--- config.mk ---
export PLATFORM = sky130hd
export DESIGN_NAME = ud_counter_mod
export DESIGN_NICKNAME = d
export VERILOG_FILES = /design/src/rtl/ud_counter_pkg.sv /design/src/rtl/ud_next_val.sv /design/src/rtl/ud_counter_mod.sv
export SDC_FILE = /design/constraint.sdc
export NUM_CORES = 1
export LEC_CHECK = 0
export ABC_AREA = 1
export CAP_MARGIN = 20
export CORE_MARGIN = 2
export CORE_UTILIZATION = 35
export DETAILED_ROUTE_END_ITERATION = 12
export PLACE_DENSITY = 0.61
export SLEW_MARGIN = 20
export SYNTH_ARGS = -nofsm -noshare
export SYNTH_HDL_FRONTEND = slang
export SYNTH_SLANG_ARGS = --single-unit
--- constraint.sdc ---
create_clock -name C -period 1.7 [get_ports C]
set_clock_uncertainty 0.1 [all_clocks]
set_input_delay 0.51 -clock C [delete_from_list [all_inputs] [get_ports C]]
set_output_delay 0.51 -clock C [all_outputs]
set_load 0.03 [all_outputs]
--- src/rtl/ud_counter_pkg.sv ---
// rtl/ud_counter_pkg.sv - shared limit-mode type for the up/down counter
package ud_counter_pkg;

   typedef enum logic {
      MODE_WRAP = 1'b0,
      MODE_SAT  = 1'b1
   } ud_mode_e;

endpackage

--- src/rtl/ud_next_val.sv ---
// rtl/ud_next_val.sv - combinational next count and wrap flags for one step
module ud_next_val
   import ud_counter_pkg::*;
#(
   parameter int                unsigned WIDTH = 8,
   parameter logic [WIDTH-1:0]  MAX_V = '1,
   parameter ud_mode_e          MODE  = MODE_WRAP
) (
   input  logic [WIDTH-1:0] count,
   input  logic             ud,
   output logic [WIDTH-1:0] nxt,
   output logic             carry,
   output logic             borrow
);

   always_comb begin
      nxt    = count;
      carry  = 1'b0;
      borrow = 1'b0;
      if (ud) begin
         if (count == MAX_V) begin
            if (MODE == MODE_WRAP) begin
               nxt   = '0;
               carry = 1'b1;
            end
         end else begin
            nxt = count + WIDTH'(1);
         end
      end else begin
         if (count == '0) begin
            if (MODE == MODE_WRAP) begin
               nxt    = MAX_V;
               borrow = 1'b1;
            end
         end else begin
            nxt = count - WIDTH'(1);
         end
      end
   end

endmodule

--- src/rtl/ud_counter_mod.sv ---
// rtl/ud_counter_mod.sv - up/down counter with load, clear and wrap/saturate limit
module ud_counter_mod
   import ud_counter_pkg::*;
#(
   parameter int unsigned      WIDTH     = 8,
   parameter longint unsigned  MAX_COUNT = (64'd1 << WIDTH) - 64'd1,
   parameter ud_mode_e         MODE      = MODE_WRAP
) (
   input  logic             C,
   input  logic             R,
   input  logic             EN,
   input  logic             UD,
   input  logic             LD,
   input  logic [WIDTH-1:0] D,
   input  logic             CLR,
   output logic [WIDTH-1:0] COUNT,
   output logic             CARRY,
   output logic             BORROW,
   output logic             AT_MAX,
   output logic             AT_ZERO
);

   if (WIDTH < 2 || WIDTH > 32) begin : g_bad_width
      $error("ud_counter_mod: WIDTH must be 2..32");
   end
   if (MAX_COUNT < 64'd1 || MAX_COUNT > ((64'd1 << WIDTH) - 64'd1)) begin : g_bad_max
      $error("ud_counter_mod: MAX_COUNT must be 1..2**WIDTH-1");
   end

   localparam logic [WIDTH-1:0] MAX_V = MAX_COUNT[WIDTH-1:0];

   logic [WIDTH-1:0] step_val;
   logic             step_carry;
   logic             step_borrow;
   logic [WIDTH-1:0] load_val;

   ud_next_val #(
      .WIDTH (WIDTH),
      .MAX_V (MAX_V),
      .MODE  (MODE)
   ) u_next (
      .count  (COUNT),
      .ud     (UD),
      .nxt    (step_val),
      .carry  (step_carry),
      .borrow (step_borrow)
   );

   // Loads above the terminal value are clamped so the range is never left.
   assign load_val = (D > MAX_V) ? MAX_V : D;

   always_ff @(posedge C or negedge R) begin
      if (!R) begin
         COUNT  <= '0;
         CARRY  <= 1'b0;
         BORROW <= 1'b0;
      end else if (CLR) begin
         COUNT  <= '0;
         CARRY  <= 1'b0;
         BORROW <= 1'b0;
      end else if (LD) begin
         COUNT  <= load_val;
         CARRY  <= 1'b0;
         BORROW <= 1'b0;
      end else if (EN) begin
         COUNT  <= step_val;
         CARRY  <= step_carry;
         BORROW <= step_borrow;
      end else begin
         CARRY  <= 1'b0;
         BORROW <= 1'b0;
      end
   end

   assign AT_MAX  = (COUNT == MAX_V);
   assign AT_ZERO = (COUNT == '0);

endmodule

==> flow_summary.ini, run 1 <==
[status]
status = finished with violations
violations = setup timing

[sta]
fin_setup_tns_ns = -0.397
drv_slew = 0
relSlewSlack = 0.799
period_needed_ns = 1.90
max_freq_ghz = 0.526
hold_viol = 0
finalCritPeriodShare = 1.12
setup_violations = 2
rsz0062_at_grt = true
worst_slack_ns = -0.203
holdWs_ns = 0.418
worst_pin_slew_ns = 0.303

[layout]
layout-drive-gt1-share = 0.362
multi_input_area_sq_um = 679
syn_to_final_growth_pct = 58.5
antenna_cells = 0
fillers = 271
stdcell_count = 241
seq_area_sq_um = 258
final_nets = 228
final_area_sq_mm = 0.00155

[logic_synthesis]
synth_top_area_share = 0.256
synthFlopType = dfrtp_1
yosys_warnings = 0
synth_area_leader_cell = dfrtp_1
synth_enable_flop_cells = 0
yosysUniqueCellTypes = 23
synth.cell_area_sq_um = 977
netlist_instances = 159
synth_seq_cells = 10
avgSynthCellArea_sq_um = 6.15
async_flop_share = 1.00
synth_nets = 176
synth.area.top_cells = dfrtp_1, nand2_1, inv_1
seq_area_frac_synth = 0.256

[placement]
dpl-instance-area_sq_mm = 0.00139
port_buffers = 25
pre_cts_ws_ns = -0.179
dp_hpwl_mm = 2.39
place_congestion = 0.923
dpl.cell_count = 232

[critical_path]
cp_cell_sequence = ha_4 -> inv_2 -> nor2_4 -> nand3_4 -> inv_4 -> buf_6
cp_data_required_time_ns = 1.09
critPathMaxStageDelay_ns = 0.42
worstPathArrival_ns = 1.29
criticalPathCategory = flop to output pin
cpMaxStageDelayCell = dfrtp_2
cp-end-kind = output pin
crit_path_start_kind = flop
worstPathMaxFanout = 3

[global_route]
grt_max_degree = 11
grt_pass1_wl_mm = 5.07
first_global_vias = 1171
track_usage = 0.208
antenna_found_initial = 0
grt_overflow_total = 0

[die]
dieArea_sq_mm = 0.00323
die_y_um = 56.8
ioPinCount = 26
rows = 19
placeableCoreArea_sq_mm = 0.00271
initial_utilization = 0.361
fp.dieW_um = 56.8

[clock_network]
numClockSinks = 10
clk_path_buf_depth = 2
cts_tree = done
clock_latency_ns = 0.28
hold_buffers = 0
cts.clk_slew.worst_paths_ns = 0.08
cts-root-buf = clkbuf_4
htree_num_levels = 1
numCtsBuffers = 3

[detailed_routing]
vias_per_cell = 5.05
ant_nets = 0
drc = 0
vias = 1216
drt_iter0_markers = 38
wire_per_inst_um = 12.9
postRouteWirelength_mm = 3.10
dr.pass1.iters = 4

[pwr]
peakVddDrop_uv = 463
leakage_nw = 0.784
p_per_area_mw_per_mm2 = 629

[worst_hold_path]
hold_class = primary input to asynchronous set/reset pin

[flow_run]
cap_violations = 0
==> state kept, by name, indices dropped and copies added, names as in the netlist <==
signal,cells
CARRY,1
BORROW,1
COUNT,8
==> synth_stat cells, types with 2 or more instances <==
cell     number
o21ai_0      10
dfrtp_1      10
inv_1        19
nand2_1      61
nand3_1      14
ha_1          3
nand2_2       2
nand3_2       2
nor2_2        2
buf_6         2
o21ai_1       3
a21oi_1       2
inv_2         3
nor2_1       13
buf_4         2
nor2_4        4
==> power breakdown <==
group	switching [mW]	internal [mW]
clock	0.0995	0.130
combinational	0.247	0.209
sequential	0.0320	0.257
total	0.378	0.596
==> stage by stage <==
| stage | total power [mW] | util |
|---|---|---|
| final | 0.975 | 0.572 |
| after detailed placement | 0.692 | 0.512 |
| after floorplan | 0.534 | - |
| after CTS | 0.941 | 0.542 |
| after global routing | 1.05 | 0.572 |
| after global placement | 0.681 | 0.512 |
==> layout by cell type (no fill, tap or decap), types with 2 or more instances in the layout <==
cell type	Yosys	layout
nand2_1	61	57
buf_4	2	30
inv_1	19	16
clkdlybuf4s50_1	0	13
nor2_1	13	12
nand3_1	14	11
o21ai_0	10	10
buf_6	2	7
dfrtp_2	0	6
nand2_2	2	6
inv_2	3	5
nor2_4	4	5
dfrtp_1	10	4
nand3_2	2	4
o21ai_1	3	3
ha_4	0	3
clkbuf_4	0	3
nor2_2	2	2
a21oi_1	2	2
dlygate4sd2_1	0	2
==> path summary, 6_finish.rpt <==
path / start / to / slack, ns / cells past startpoint
setup / recovery: COUNT[0] / AT_MAX / -0.20 / 6
setup reg to reg: COUNT[0] / COUNT[7] / 0.05 / 11
max in group asynchronous: R / COUNT[4] / 0.91 / 2
min in group C: COUNT[2] / COUNT[2] / 0.57 / 3
hold / removal: R / COUNT[6] / 0.42 / 2
hold reg to reg: COUNT[2] / COUNT[2] / 0.57 / 3
==> kinds of logic after synthesis <==
logic type	synth area share
DFF	0.256
and+or+nand+nor	0.474
xor gates and xnor gates	0.0179
buffers and inverters	0.128
AOI/OAI and AO/OA	0.0858
adders and majority gates	0.0384
==> worst max-delay path: cells and delay by family (launching register included) <==
family / cells / cell delay, ns
AND/OR/NAND/NOR: 2 / 0.23
adder cells (fa/ha/maj): 1 / 0.14
flip-flops: 1 / 0.42
buffers and inverters: 3 / 0.23
==> cell type report <==
cell class	instances	share of cell area
clock buffers	4	0.0234
inverters	22	0.0549
multi-input cells	122	0.439
flip-flops and latches	10	0.166
well taps	31	0.0250
repair buffers	52	0.292
==> timing repair <==
item                       in CTS  in global routing
resized for setup              10                 15
pin swaps                       5                  9
setup endpoints to repair       5                 10
cloned                          0                  0
buffers inserted                2                  4
==> metal layers <==
layer  GRT usage  vias to the layer above  routed length (um)
met3      0.0645                       12                 207
met2       0.372                       47                1620
met1       0.232                      561                1220
li1            -                      596                   -
met5           0                        -                   0
met4      0.0664                        0                  58
No activity file was read; power rests on OpenSTA's default activity.
==> run 2, diff against run 1 <==
CORE_ASPECT_RATIO = 1.4   (was not set)
==> run 2 against run 1 <==
The run still ends with setup timing left. Non-clock buffer count unchanged. Clock power decreased by 28%. Maximum frequency increased by 2.0%. Die area increased by 0.18%. Via count decreased by 7.0%. Sequential power about the same. Sequential share of layout area increased by 0.40 points. Worst hold slack improved by 0.051 ns. Design area decreased by 2.3%. Largest cell class unchanged.
==> flow_summary.ini, run 2 (synthesis gave the netlist of run 1 again) <==
[global_route]
grt_overflow_total = 0
grtUsageMet1 = 0.227
grt.busiest_layer = met2
first_global_vias = 1028
grt_max_degree = 11
met3_usage = 0.0135
grt_pass1_wl_mm = 4.72
track_usage = 0.189
antenna_found_initial = 0
globalRouteMet2Util = 0.324

[layout]
antenna_cells = 0
top_regs = COUNT x8, BORROW x1, CARRY x1
largest_reg_flops = 8
mostFrequentLayoutCells = nand2_1, buf_4, inv_1
final_area_sq_mm = 0.00151
final_nets = 228
final_common_cell = nand2_1
top_register = COUNT
syn_to_final_growth_pct = 54.8
layout-drive-gt1-share = 0.344
fillers = 269

[detailed_routing]
postRouteWirelength_mm = 2.84
drc = 0
dr.pass1.iters = 4
vias_per_cell = 4.62
wire_per_inst_um = 11.6
drt_iter0_markers = 12
vias = 1131
ant_nets = 0

[die]
placeableCoreArea_sq_mm = 0.00264
dieArea_sq_mm = 0.00324
die_y_um = 66.5
initial_utilization = 0.370
fp.dieW_um = 48.7
rows = 22
ioPinCount = 26

[clock_network]
clock_latency_ns = 0.26
hold_buffers = 0
cts.clk_slew.worst_paths_ns = 0.07
cts-root-buf = clkbuf_4
cts_tree = done
clk_path_buf_depth = 2
numCtsBuffers = 3
numClockSinks = 10
htree_num_levels = 1

[sta]
fin_setup_tns_ns = -0.339
setup_violations = 3
finalCritPeriodShare = 1.10
relSlewSlack = 0.680
max_freq_ghz = 0.536
worst_pin_slew_ns = 0.479
worst_slack_ns = -0.165
drv_slew = 0
period_needed_ns = 1.87
rsz0062_at_grt = true
hold_viol = 0

[status]
violations = setup timing
status = finished with violations

[worst_hold_path]
hold_class = primary input to asynchronous set/reset pin

[placement]
place_congestion = 0.861
pre_cts_ws_ns = -0.156
dpl-instance-area_sq_mm = 0.00138
port_buffers = 25
dp_hpwl_mm = 2.24

[pwr]
p_per_area_mw_per_mm2 = 581
leakage_nw = 0.764
peakVddDrop_uv = 429
p_total_uw = 879

[critical_path]
criticalPathCategory = flop to output pin
cpMaxStageDelayCell = dfrtp_2
worstPathMaxFanout = 3
reg2reg_depth = 13
cp_data_required_time_ns = 1.09
cp_cell_sequence = inv_2 -> ha_4 -> nand3_2 -> nor2_4 -> buf_6
r2r_setup_slack_ns = -0.01
crit_path_start = COUNT[1]
crit_path_start_kind = flop
cp-end-kind = output pin
worstPathArrival_ns = 1.26
r2r_start = COUNT[0]
r2r-end = COUNT[7]
critPathMaxStageDelay_ns = 0.44

[flow_run]
cap_violations = 0
[run 2: cell count changes in the layout (fill, tap and decap cells not counted), sizes merged]
| cell | delta |
|---|---|
| clkbuf | -1 |
[run 2: metrics by stage]
stage                util  cells  hold slack (ns)
detailed placement  0.521    235            0.495
CTS                 0.553    243            0.485
floorplan               -    159            0.114
global route        0.572    245            0.520
finish              0.572    245            0.469
global placement    0.521    235            0.456
[run 2: routing by layer]
layer	routed length, um	up-vias
li1	-	591
met1	1170	500
met2	1460	29
met3	107	11
met4	102	0
met5	0	-
[run 2: worst max-delay path by stage]
stage | slack [ns] | cells after the start | to
after floorplan | 0.007 | 4 | AT_ZERO
after global placement | -0.13 | 6 | COUNT[2]
after CTS | -0.21 | 5 | AT_ZERO
after global routing | -0.24 | 6 | AT_MAX
final | -0.17 | 5 | AT_ZERO
after detailed placement | -0.16 | 6 | COUNT[3]
[run 2: power breakdown]
group / internal, mW / switching (mW)
logic: 0.193 / 0.235
clock network: 0.0819 / 0.0834
registers: 0.258 / 0.0283
total: 0.533 / 0.346
[run 2: cell type report]
cell class,count,area [sq um],share of cell area
repair buffers,52,433,0.286
multi-input cells,122,669,0.443
flip-flops and latches,10,258,0.170
clock buffers,3,22.5,0.0149
inverters,22,85.1,0.0562
well taps,36,45.0,0.0298
[run 2: repair_timing]
item / 4_1_cts / 5_1_grt
hold endpoints to repair: 0 / 0
resized for setup: 9 / 9
pin swaps: 5 / 6
setup buffers: 5 / 3
setup endpoints to repair: 4 / 7
[run 2: critical path, delay by kind of cell (launching register included)]
family,cells,cell delay (ns)
simple gates,2,0.19
fa+ha+maj,1,0.13
flops,1,0.44
buf+inv,2,0.23
